--- src/rtl/ro_meas_pkg.sv ---
// Shared types and constants for the ring-oscillator measurement sequencer.
// Holds the state encoding, clock-source codes and the fixed clear length.
package ro_meas_pkg;

  typedef enum logic [2:0] {
    IDLE,
    LOAD,
    SETTLE,
    CLEAR,
    COUNT,
    DRAIN
  } state_e;

  localparam logic [2:0] SRC_DIV4 = 3'b000;
  localparam logic [2:0] SRC_RO3  = 3'b001;
  localparam logic [2:0] SRC_RO5  = 3'b010;
  localparam logic [2:0] SRC_RAW  = 3'b011;

  localparam int CLEAR_CYC = 4;

endpackage

--- src/rtl/ro_measure_ctrl_gray_sync.sv ---
// Multi-flop synchroniser for the Gray-coded oscillator count.
// The last synced stage is converted to binary and registered.
module gray_sync #(
  parameter int W      = 16,
  parameter int STAGES = 2
) (
  input  logic         clk,
  input  logic         rst,
  input  logic [W-1:0] gray_in,
  output logic [W-1:0] bin_out
);

  logic [W-1:0] sync_q [STAGES];
  logic [W-1:0] sync_d [STAGES];
  logic [W-1:0] bin_d;
  logic [W-1:0] bin_q;

  // Shift the Gray word through the synchroniser chain.
  always_comb begin
    sync_d[0] = gray_in;
    for (int i = 1; i < STAGES; i++) begin
      sync_d[i] = sync_q[i-1];
    end
  end

  // Binary bit i is the XOR of all Gray bits at or above i.
  always_comb begin
    bin_d = '0;
    for (int i = 0; i < W; i++) begin
      bin_d[i] = ^(sync_q[STAGES-1] >> i);
    end
  end

  // Register synchroniser stages and the binary output.
  always_ff @(posedge clk) begin
    if (rst) begin
      for (int i = 0; i < STAGES; i++) begin
        sync_q[i] <= '0;
      end
      bin_q <= '0;
    end else begin
      for (int i = 0; i < STAGES; i++) begin
        sync_q[i] <= sync_d[i];
      end
      bin_q <= bin_d;
    end
  end

  assign bin_out = bin_q;

endmodule

--- src/rtl/ro_measure_ctrl.sv ---
// Sequencer: loads the oscillator config chain, gates the counter for
// a programmed window and returns the synchronised binary count.
module ro_measure_ctrl
  import ro_meas_pkg::*;
#(
  parameter int CFG_W       = 16,
  parameter int CNT_W       = 16,
  parameter int WIN_W       = 16,
  parameter int SHIFT_HALF  = 2,
  parameter int SETTLE_CYC  = 8,
  parameter int SYNC_STAGES = 2
) (
  input  logic             clk,
  input  logic             rst,
  input  logic             start,
  input  logic [CFG_W-1:0] cfg_word,
  input  logic [2:0]       src_sel,
  input  logic [WIN_W-1:0] win_len,
  input  logic             result_ack,
  input  logic [CNT_W-1:0] osc_cnt_gray,
  output logic             busy,
  output logic             shift_clk,
  output logic             shift_dta,
  output logic [2:0]       clk_source,
  output logic             osc_clr,
  output logic             osc_gate,
  output logic [CNT_W-1:0] result,
  output logic             result_valid,
  output logic             overflow
);

  localparam int PH_W  = 16;
  localparam int BIT_W = (CFG_W > 1) ? $clog2(CFG_W) : 1;

  state_e           state_q, state_d;
  logic [PH_W-1:0]  ph_q, ph_d;
  logic [BIT_W-1:0] bit_q, bit_d;
  logic [WIN_W-1:0] win_q, win_d;
  logic [CFG_W-1:0] sr_q, sr_d;
  logic [CNT_W-1:0] prev_q, prev_d;
  logic             arm_q, arm_d;
  logic             busy_q, busy_d;
  logic             shift_clk_q, shift_clk_d;
  logic             shift_dta_q, shift_dta_d;
  logic [2:0]       clk_source_q, clk_source_d;
  logic             osc_clr_q, osc_clr_d;
  logic             osc_gate_q, osc_gate_d;
  logic [CNT_W-1:0] result_q, result_d;
  logic             result_valid_q, result_valid_d;
  logic             overflow_q, overflow_d;
  logic [CNT_W-1:0] cnt_bin;

  gray_sync #(
    .W      (CNT_W),
    .STAGES (SYNC_STAGES)
  ) u_sync (
    .clk     (clk),
    .rst     (rst),
    .gray_in (osc_cnt_gray),
    .bin_out (cnt_bin)
  );

  // Next-state and registered-output logic for the whole sequence.
  always_comb begin
    state_d        = state_q;
    ph_d           = ph_q;
    bit_d          = bit_q;
    win_d          = win_q;
    sr_d           = sr_q;
    prev_d         = cnt_bin;
    arm_d          = (state_q == COUNT) || (state_q == DRAIN);
    busy_d         = busy_q;
    shift_clk_d    = 1'b0;
    shift_dta_d    = shift_dta_q;
    clk_source_d   = clk_source_q;
    osc_clr_d      = 1'b0;
    osc_gate_d     = 1'b0;
    result_d       = result_q;
    result_valid_d = result_valid_q & ~result_ack;
    overflow_d     = overflow_q;
    // Late samples keep arriving through DRAIN, so a wrap is watched there too.
    if (arm_q && (state_q == COUNT || state_q == DRAIN) && cnt_bin < prev_q) begin
      overflow_d = 1'b1;
    end
    unique case (state_q)
      IDLE: begin
        if (start) begin
          state_d        = LOAD;
          ph_d           = PH_W'(2 * SHIFT_HALF - 1);
          bit_d          = BIT_W'(CFG_W - 1);
          shift_dta_d    = cfg_word[CFG_W-1];
          sr_d           = cfg_word << 1;
          clk_source_d   = src_sel;
          win_d          = (win_len == '0) ? WIN_W'(1) : win_len;
          result_valid_d = 1'b0;
          overflow_d     = 1'b0;
          busy_d         = 1'b1;
        end
      end
      LOAD: begin
        if (ph_q != '0) begin
          ph_d        = ph_q - 1'b1;
          shift_clk_d = (ph_q - 1'b1) < PH_W'(SHIFT_HALF);
        end else if (bit_q != '0) begin
          ph_d        = PH_W'(2 * SHIFT_HALF - 1);
          bit_d       = bit_q - 1'b1;
          shift_dta_d = sr_q[CFG_W-1];
          sr_d        = sr_q << 1;
        end else begin
          state_d     = SETTLE;
          ph_d        = PH_W'(SETTLE_CYC - 1);
          shift_dta_d = 1'b0;
        end
      end
      SETTLE: begin
        if (ph_q != '0) begin
          ph_d = ph_q - 1'b1;
        end else begin
          state_d   = CLEAR;
          ph_d      = PH_W'(CLEAR_CYC - 1);
          osc_clr_d = 1'b1;
        end
      end
      CLEAR: begin
        if (ph_q != '0) begin
          ph_d      = ph_q - 1'b1;
          osc_clr_d = 1'b1;
        end else begin
          state_d    = COUNT;
          osc_gate_d = 1'b1;
        end
      end
      COUNT: begin
        if (win_q != WIN_W'(1)) begin
          win_d      = win_q - 1'b1;
          osc_gate_d = 1'b1;
        end else begin
          state_d = DRAIN;
          ph_d    = PH_W'(SYNC_STAGES + 1);
        end
      end
      DRAIN: begin
        if (ph_q != '0) begin
          ph_d = ph_q - 1'b1;
        end else begin
          state_d        = IDLE;
          result_d       = cnt_bin;
          result_valid_d = 1'b1;
          busy_d         = 1'b0;
        end
      end
      default: state_d = IDLE;
    endcase
  end

  // State and output registers with synchronous reset.
  always_ff @(posedge clk) begin
    if (rst) begin
      state_q        <= IDLE;
      ph_q           <= '0;
      bit_q          <= '0;
      win_q          <= '0;
      sr_q           <= '0;
      prev_q         <= '0;
      arm_q          <= 1'b0;
      busy_q         <= 1'b0;
      shift_clk_q    <= 1'b0;
      shift_dta_q    <= 1'b0;
      clk_source_q   <= SRC_DIV4;
      osc_clr_q      <= 1'b0;
      osc_gate_q     <= 1'b0;
      result_q       <= '0;
      result_valid_q <= 1'b0;
      overflow_q     <= 1'b0;
    end else begin
      state_q        <= state_d;
      ph_q           <= ph_d;
      bit_q          <= bit_d;
      win_q          <= win_d;
      sr_q           <= sr_d;
      prev_q         <= prev_d;
      arm_q          <= arm_d;
      busy_q         <= busy_d;
      shift_clk_q    <= shift_clk_d;
      shift_dta_q    <= shift_dta_d;
      clk_source_q   <= clk_source_d;
      osc_clr_q      <= osc_clr_d;
      osc_gate_q     <= osc_gate_d;
      result_q       <= result_d;
      result_valid_q <= result_valid_d;
      overflow_q     <= overflow_d;
    end
  end

  assign busy         = busy_q;
  assign shift_clk    = shift_clk_q;
  assign shift_dta    = shift_dta_q;
  assign clk_source   = clk_source_q;
  assign osc_clr      = osc_clr_q;
  assign osc_gate     = osc_gate_q;
  assign result       = result_q;
  assign result_valid = result_valid_q;
  assign overflow     = overflow_q;

endmodule
--- config.mk ---
export PLATFORM = sky130hd
export DESIGN_NAME = ro_measure_ctrl
export DESIGN_NICKNAME = d
export VERILOG_FILES = /design/src/rtl/ro_meas_pkg.sv /design/src/rtl/ro_measure_ctrl_gray_sync.sv /design/src/rtl/ro_measure_ctrl.sv
export SDC_FILE = /design/constraint.sdc
export NUM_CORES = 1
export LEC_CHECK = 0
export BUFFER_PORTS_ARGS = -buffer_cell sky130_fd_sc_hd__buf_2
export CAP_MARGIN = 10
export CORE_AREA = 2 2 121 123
export DETAILED_ROUTE_END_ITERATION = 8
export DIE_AREA = 0 0 123 125
export GPL_TIMING_DRIVEN = 0
export SLEW_MARGIN = 40
export SYNTH_ARGS = -nofsm -noshare
export SYNTH_HDL_FRONTEND = slang
export SYNTH_SLANG_ARGS = --single-unit
--- constraint.sdc ---
create_clock -name clk -period 3.02 [get_ports clk]
set_input_delay 0 -clock clk [delete_from_list [all_inputs] [get_ports clk]]
set_output_delay 0 -clock clk [all_outputs]
set_load 0.005 [all_outputs]
Yosys cells after proc, flatten, opt, wreduce, memory -nomap -nowiden. Memories as Yosys holds them, arrays and structs flattened. Index checks and enable logic that the tools add are counted.

Memories: 1. Register bits after elaboration: 114. Memory bits (writable): 32. Word-level logic and storage cells: 132.

Multiplexer cells: 50. $add $sub $neg: 3. Reductions and logical operators: 37. Bitwise operators: 6. Eq/ne operators: 16. $lt $le $gt $ge: 2.

Memory list: u_sync.sync_q (words 2, width 16, read ports 2, clocked after Yosys merged registers in 0, write ports 2, RTL line ro_measure_ctrl_gray_sync.sv:13) `logic [W-1:0] sync_q [STAGES];`.

Operators with widths (count): $reduce_xor 16->1 (16); $mux 16 (13); $pmux 16 s5 (1); $pmux 16 s2 (2); $sub 16x1->16 const B (2); $mux 3 (8); $pmux 3 s6 (1); $logic_not 16->1 (1); $lt 16x16->1 (1); $lt 16x2->1 const B (1); $mux 1 (16); $ne 16x1->1 const B (1); $ne 2x2->1 const B (8); $reduce_bool 16->1 (1); $mux 4 (3); $pmux 1 s2 (5); $reduce_and 3->1 (3); $pmux 4 s2 (1); $reduce_and 4->1 (2); $reduce_and 7->1 (1); $eq 3x2->1 const B (2); $eq 3x3->1 const B (2); $reduce_bool 2->1 (3); $reduce_bool 5->1 (1); 13 further kinds (19).

Longest topological paths before layout. Gate-level depths: netlist (run 1).

Depth after elaboration: 7. Gate-level depth with buffers: 11. Gate-level depth less buffers: 9.

By module. A second synthesis (run 1) with hierarchy kept.

Cells, all modules: 758. Area, all modules: 6478.7 um^2.

By module, submodules not included: ro_measure_ctrl (seq. area each 1941.9 um^2, times used 1, area an instance 4908.5 um^2, cells each 630); gray_sync (seq. area each 960.9 um^2, times used 1, area an instance 1570.3 um^2, cells each 128).

Worst setup path before layout (run 1). Ideal clock, no wire load.

Path type: register to register. Start point: memory u_sync.sync_q[1][13] (netlist: u_sync.sync_q[0][29]). End point: register u_sync.bin_q[2] (netlist: u_sync.bin_out[2]). Stages on the path, launching flop included: 9. Setup slack: 664 ps. Setup time: 128 ps. Clock period less this slack: 2356 ps. Required time: 2892 ps. Arrival: 2228 ps. Buffers on the path: 0. Cells stage by stage: dfxtp_1 -> xnor3_2 -> xnor3_2 -> xnor2_2 -> xnor2_2 -> xnor3_2 -> xnor2_2 -> xor2_1 -> nor2_1.

RTL lines: from (decl) (RTL line ro_measure_ctrl_gray_sync.sv:13); to (signal assigned) (RTL line ro_measure_ctrl_gray_sync.sv:45) `bin_q <= bin_d;`; to (decl) (RTL line ro_measure_ctrl_gray_sync.sv:16) `logic [W-1:0] bin_q;`.

Final worst setup path (run 1).
Start point: register ph_q[4]. End point: register sr_q[14].

Longest elaborated chain between the ends: 3.

Ends and longest elaborated chain: from (decl) (RTL line ro_measure_ctrl.sv:36) `logic [PH_W-1:0] ph_q, ph_d;`; from (signal assigned) (RTL line ro_measure_ctrl.sv:177) `ph_q <= ph_d;`; $reduce_bool 16->1 (RTL line ro_measure_ctrl.sv:101) `if (ph_q != '0) begin`; $ne 2x2->1 (no line); $reduce_and 4->1 (no line); to (signal assigned) (RTL line ro_measure_ctrl.sv:180) `sr_q <= sr_d;`; to (decl) (RTL line ro_measure_ctrl.sv:39) `logic [CFG_W-1:0] sr_q, sr_d;`.

Every way passes these cells. A chain may end at the register's enable or synchronous reset.

==> summary.txt, run 1 <==
Status
  – Result of the run: finished, final reports clean

Setup path
  – Slowest cell on crit path: a2bb2oi_1
  – Critical Path RT: 3330 ps
  – Setup crit end kind: flip-flop
  – Critical path arrival: 3130 ps
  – Critical Path Start Type: flip-flop
  – Critical path class: flip-flop to flip-flop
  – Critical Path Fanout Max: 10
  – CP cell instances: clkbuf_1 > nor4_1 > and4_1 > nand4_2 > a2bb2oi_1 > buf_2 > nor2_1 > a311oi_1
  – Worst path max stage delay: 480 ps

Logic synthesis
  – Register area share after synthesis: 46.3%
  – Most common cell in the synthesized netlist: dfxtp_1
  – Post-synthesis net count: 820
  – Syn. warnings: 0
  – Netlist Area Pre-Place: 6260 sq um
  – Syn_area_per_cell: 8.41 sq um
  – Ys flop type: dfxtp_1
  – Distinct cell type count after synthesis: 51
  – Cell accounting for the most synthesized area: dfxtp_1
  – Synth Register Bits: 145
  – Post-synth top area share: 46.3%
  – Ys async rst share: 0%
  – Ranking of synthesized cells by area: dfxtp_1 46%, nand2_1 6.5%, nor2b_1 5.3%, nor2_1 5.2%, a21oi_1 5.0%
  – Mapped Cells: 745
  – Number of enable flip-flop cells after synthesis: 0
  – Synth top cells by count: 145 x dfxtp_1, 109 x nand2_1, 87 x nor2_1

Clocking
  – Reg clk slew, reported paths: 70 ps
  – CTS tree: built
  – Skew-Pair Late Insertion Delay: 420 ps
  – H-tree levels: 4
  – Clock Sinks: 145
  – Max clock buf depth: 2
  – Cts bufs inserted: 17
  – Clock root buffer: clkbuf_16

Routing
  – DRT iter0 DRCs: 308
  – Initial DRT Pass Iterations: 5
  – Routed Antenna Nets: 0
  – Routed Wire Length: 16.2 mm
  – DRC: 0
  – DR vias: 5721
  – Via density: 5.25
  – WL per Instance: 14.8 um

Die
  – Die height: 125 um
  – Die Span X: 123 um
  – Area of the core: 14200 sq um
  – Full die area: 15400 sq um
  – # rows: 44
  – Initial Util: 44.1%
  – # IOs: 81

GRT
  – Initial antenna violation count: 0
  – GR Util All Layers: 21.7%
  – First-pass GRT wire length: 26.2 mm
  – Met3 Use GR: 5.66%
  – Most used routing layer: met2
  – Vias in the first global route: 5529
  – Largest net degree at the start of global routing: 17
  – M1 GR Usage: 26.2%
  – GR Layer Usage met2: 36.5%
  – GRT Residual Overflow: 0

Placement
  – Port-buffer cells: 79
  – DP Wirelength: 11.3 mm
  – GP Congestion: 0.865

Hold path
  – HP Class: input port to flip-flop

Pwr
  – Max VDD drop: 0.573 mV
  – Lkg Pwr: 3.22 nW
  – Power, Total: 0.00598 W
  – Pwr dens: 751 nW/um^2

Timing
  – Fin Clk Skew: 7.81 ps
  – Setup TNS: 0 ps
  – Count of pins over their slew limit: 0
  – Measured slew at the worst slew-check pin: 740 ps
  – Maximum clock frequency: 355 MHz
  – Final hold vios: 0
  – Final period util: 93.3%
  – RSZ-0062 raised after global routing: no
  – Slew HR: 50.2%
  – Min Tclk post-route: 2820 ps
  – Endpoints failing setup: 0

Job
  – Max cap viols: 0

Cells and area
  – Layout cells sized above 1: 13.9%
  – Diode count: 0
  – Fillers: 1283
  – Fin nets: 969
  – Synthesis-to-layout area growth: 27.1%
[cell usage in the layout, fill, tap and decap left out, types with 12 or more instances in the layout]
cell type      count
dlygate4sd3_1     51
ha_1              20
buf_2             82
a311oi_1          17
nand2_1          109
clkbuf_1          38
dfxtp_1          145
nor3_1            22
o21ai_0           21
inv_1             26
nor4_1            13
xor2_1            12
nor2_1            87
nor2b_1           53
a21oi_1           63
clkbuf_16         17
a211oi_1          14
[area by class of cell]
type / count / area (sq um) / area share [%]
tap: 184 / 230 / 2.89
timing repair buffer: 130 / 906 / 11.4
clock inverter: 13 / 128 / 1.60
sequential: 145 / 2900 / 36.5
multi-input combinational: 530 / 3100 / 38.9
buffer: 43 / 173 / 2.17
inverter: 27 / 101 / 1.27
clock buffer: 17 / 425 / 5.34
[path summary, 6_finish.rpt]
path	slack, ps	start	to	depth (start not counted)
worst min register to register	430	u_sync.sync_q[0][8]$_SDFF_PP0_	u_sync.sync_q[0][24]$_SDFF_PP0_	1
worst max-delay path	200	ph_q[4]$_SDFFE_PP0P_	sr_q[14]$_SDFFE_PP0P_	8
worst max register to register	200	ph_q[4]$_SDFFE_PP0P_	sr_q[14]$_SDFFE_PP0P_	8
worst min-delay path	10	win_len[11]	win_q[11]$_SDFFE_PP0P_	5
[repair_timing]
| action | in CTS | in global routing |
|---|---|---|
| hold endpoints to repair | 51 | 0 |
| hold buffers | 51 | 0 |
| setup buffers | 0 | 0 |
| setup endpoints to repair | 0 | 13 |
| gates resized for setup | 0 | 2 |
[worst max-delay path, delay by kind of cell (launching register included)]
kind,cells,cell delay (ps)
AOI/OAI and AO/OA,2,760
and+or+nand+nor,4,1170
DFF,1,300
buffers and inverters,2,500
[state kept, by name, summed over array words and instances (netlist names), 3 cells and up]
| signal | count |
|---|---|
| prev_q | 16 |
| bit_q | 4 |
| sr_q | 15 |
| u_sync.bin_out | 16 |
| state_q | 3 |
| win_q | 16 |
| clk_source | 3 |
| u_sync.sync_q | 32 |
| ph_q | 16 |
| result | 16 |
[cell families (layout without fill, tap and decap cells)]
family | Yosys count | in the layout | share of synthesized area [%]
AOI/OAI and AO/OA | 153 | 153 | 15.2
xor gates and xnor gates | 29 | 29 | 5.13
adders and majority gates | 20 | 20 | 4.00
buffers and inverters | 70 | 230 | 4.37
DFF | 145 | 145 | 46.3
muxes | 1 | 1 | 0.160
and+or+nand+nor | 327 | 327 | 24.8
[stage by stage]
step	hold WS [ps]	area (sq um)	setup WS [ps]	util, %	std cells
CTS	4.05	7950	111	56.0	1089
finish	13.3	7960	202	56.1	1089
global route	56.4	7960	11.2	56.1	1089
detailed placement	212	6890	156	48.5	1008
floorplan	128	6260	664	-	745
global placement	208	6890	136	48.5	1008
[routing by layer]
metal,vias to the layer above,share of wire [%],wire (um)
li1,2854,-,-
met5,-,0,0
met1,2637,44,7160
met4,0,2.9,464
met3,37,5.6,905
met2,193,47,7640
[power breakdown]
| group | total, W | internal, W | switching, W |
|---|---|---|---|
| sequential | 0.00233 | 0.00216 | 0.000176 |
| combinational | 0.00167 | 0.000682 | 0.000993 |
| clock | 0.00198 | 0.00114 | 0.000840 |
Note: power is estimated with default switching activity, not from simulation.
==> inputs of run 2 (changes only) <==
--- a/config.mk
+++ b/config.mk
@@ -7,10 +7,11 @@
 export LEC_CHECK = 0
 export BUFFER_PORTS_ARGS = -buffer_cell sky130_fd_sc_hd__buf_2
 export CAP_MARGIN = 10
-export CORE_AREA = 2 2 121 123
+export CORE_AREA = 2 2 109 111
 export DETAILED_ROUTE_END_ITERATION = 8
-export DIE_AREA = 0 0 123 125
+export DIE_AREA = 0 0 111 113
 export GPL_TIMING_DRIVEN = 0
+export PLACE_DENSITY = 0.77
 export SLEW_MARGIN = 40
 export SYNTH_ARGS = -nofsm -noshare
 export SYNTH_HDL_FRONTEND = slang
==> constraint.sdc (replaced) <==
create_clock -name clk -period 2.7 [get_ports clk]
set_input_delay 0 -clock clk [delete_from_list [all_inputs] [get_ports clk]]
set_output_delay 0 -clock clk [all_outputs]
set_load 0.005 [all_outputs]
==> run 2 against run 1 <==
- design area grew 0.38%
- critical path depth is the same
- maximum frequency increased by 10%
- core utilization grew 15 points
- global-route usage grew 4.9 points
- total power is 13% higher
- wire length is 0.26% lower
- clock skew rose by 3.3 ps
- via count grew 1.9%
- sequential power grew 12%
- first-iteration DRC count rose by 53%
- largest cell class unchanged
==> summary.txt, run 2 (synthesis gave the netlist of run 1 again) <==
Timing
  – Count of pins over their slew limit: 0 (unchanged)
  – Endpoints failing setup: 0 (unchanged)
  – Fin Clk Skew: 11.1 ps (+3.34 ps)
  – Maximum clock frequency: 392 MHz (+10%)
  – Final hold vios: 0 (unchanged)
  – Min Tclk post-route: 2550 ps (-266 ps)
  – Fin worst setup slack: 148 ps (-54.4 ps)
  – Final period util: 94.5% (+1.2 points)
  – Measured slew at the worst slew-check pin: 733 ps (-7.05 ps)
  – Slew HR: 50.7% (+0.47 points)

Setup path
  – Worst path max stage delay: 430 ps (-50 ps)
  – Critical path arrival: 2900 ps (-230 ps)
  – Critical Path Start Type: flip-flop
  – R2r setup slk: 150 ps (-50 ps)
  – Critical path class: flip-flop to flip-flop
  – Worst setup path startpoint: ph_q[4]$_SDFFE_PP0P_
  – Setup crit end kind: flip-flop
  – Worst r2r src: ph_q[4]$_SDFFE_PP0P_
  – Critical Path RT: 3050 ps (-280 ps)
  – Slowest cell on crit path: nor3_4
  – Worst path bufs/invs: 2 (unchanged)
  – Critical Path Fanout Max: 10 (unchanged)
  – CP top delay family: simple AND/OR/NAND/NOR gates
  – CP cell instances: clkbuf_1 > nor4_2 > and4_1 > nand4_2 > nor3_4 > clkbuf_2 > nand2_1 > a21oi_1

Routing
  – WL per Instance: 15.3 um (+3.0%)
  – Initial DRT Pass Iterations: 5 (unchanged)
  – Routed Antenna Nets: 0 (unchanged)
  – DRT iter0 DRCs: 470 (+53%)
  – DR vias: 5828 (+1.9%)
  – Routed Wire Length: 16.1 mm (-0.26%)
  – Via density: 5.52 (+5.2%)
  – DRC: 0 (unchanged)

Hold path
  – HP Class: input port to flip-flop
  – Startpoint of the worst hold path: win_len[0]

GRT
  – First-pass GRT wire length: 26.9 mm (+2.6%)
  – Most used routing layer: met2
  – Vias in the first global route: 5763 (+4.2%)
  – GRT Residual Overflow: 0 (unchanged)
  – Met3 Use GR: 5.78% (+0.13 points)
  – Largest net degree at the start of global routing: 17 (unchanged)
  – GR Util All Layers: 26.5% (+4.9 points)
  – M1 GR Usage: 31.4% (+5.2 points)
  – GR Layer Usage met2: 46.3% (+9.8 points)
  – Initial antenna violation count: 0 (unchanged)

Job
  – Max cap viols: 0 (unchanged)

Clocking
  – H-tree levels: 4 (unchanged)
  – Clock Sinks: 145 (unchanged)
  – CTS tree: built
  – Clock root buffer: clkbuf_16
  – Max clock buf depth: 2 (unchanged)
  – Skew-Pair Late Insertion Delay: 430 ps (about the same)
  – Cts bufs inserted: 17 (unchanged)
  – Reg clk slew, reported paths: 70 ps (about the same)

Cells and area
  – Max reg flops: 32 (unchanged)
  – Top reg by flops: u_sync.sync_q
  – Layout cells sized above 1: 15.7% (+1.8 points)
  – Fin nets: 974 (+0.52%)
  – Diode count: 0 (unchanged)
  – Commonest non-fill, non-tap cell in the layout: dfxtp_1
  – Synthesis-to-layout area growth: 27.6%
  – Most frequent cells in the layout: 144 x dfxtp_1, 109 x nand2_1, 87 x nor2_1
  – Final core utilization: 70.9% (+15 points)

Pwr
  – Lkg Pwr: 3.28 nW (+1.8%)
  – Max VDD drop: 0.787 mV (+37%)
  – Power, Total: 0.00677 W (+13%)
  – Pwr dens: 847 nW/um^2 (+13%)

Die
  – Area of the core: 11300 sq um (-21%)
  – Full die area: 12500 sq um (-18%)
  – Die Span X: 111 um (-9.8%)
  – # IOs: 81 (unchanged)
  – Initial Util: 55.6% (+11 points)
  – Die height: 113 um (-9.6%)
  – # rows: 39 (-11%)

Placement
  – DP Wirelength: 10.7 mm (-5.0%)
  – Pre-CTS WS: -52.6 ps (-208 ps)
  – Port-buffer cells: 79 (unchanged)
  – GP Congestion: 0.939 (+8.5%)

Status
  – Result of the run: finished, final reports clean
-- run 2: cell count changes in the layout (fill, tap and decap cells not counted), moves of 3 or more --
cell / before / now
clkbuf_1: 38 / 32
clkbuf_2: 0 / 6
buf_4: 2 / 7
inv_8: 0 / 3
-- run 2: cell type report --
class,count,area [sq um]
timing repair buffer,135,943
clock buffer,18,439
buffer,43,180
clock inverter,14,120
multi-input combinational,530,3130
inverter,27,101
sequential,145,2900
fill,830,3280
tap,143,179
-- run 2: where the power goes --
part,total (W),internal [W],switching (W)
clock,0.00222,0.00123,0.000990
sequential,0.00261,0.00241,0.000200
combinational,0.00194,0.000810,0.00113
-- run 2: worst register-to-register path: stages (launching register included) --
cell	delay, ps
dfxtp_1	300
clkbuf_1	180
nor4_2	370
and4_1	300
nand4_2	340
nor3_4	430
clkbuf_2	310
nand2_1	100
a21oi_1	130
-- run 2: routing by layer --
metal  vias up  wire [um]
met5         -          0
met4         0        512
met3        45        869
met2       226       7880
met1      2682       6860
li1       2875          -
-- run 2: per-stage QoR --
step / std cells / hold slack [ps] / setup TNS (ps) / cell area (sq um)
floorplan: 745 / 128 / 0 / 6260
finish: 1055 / 6.88 / 0 / 7990
global route: 1055 / 42.8 / -3.55 / 7990
detailed placement: 967 / 212 / -326 / 6840
CTS: 1050 / 7.53 / 0 / 7930
global placement: 967 / 206 / -665 / 6840
-- run 2: path summary, 6_finish.rpt --
path,depth (start not counted),to
min,5,win_q[0]$_SDFFE_PP0P_
max,8,result[15]$_SDFFE_PP0P_
max reg2reg,8,result[15]$_SDFFE_PP0P_
min reg2reg,1,u_sync.sync_q[0][17]$_SDFF_PP0_
-- run 2: timing repair --
action                     in CTS  in global routing
gates resized for setup         4                 14
setup endpoints to repair      17                 50
pin swaps                       0                  1
cloned                          0                  0
setup buffers                   0                  5
hold endpoints to repair       51                  0
hold buffers                   51                  0
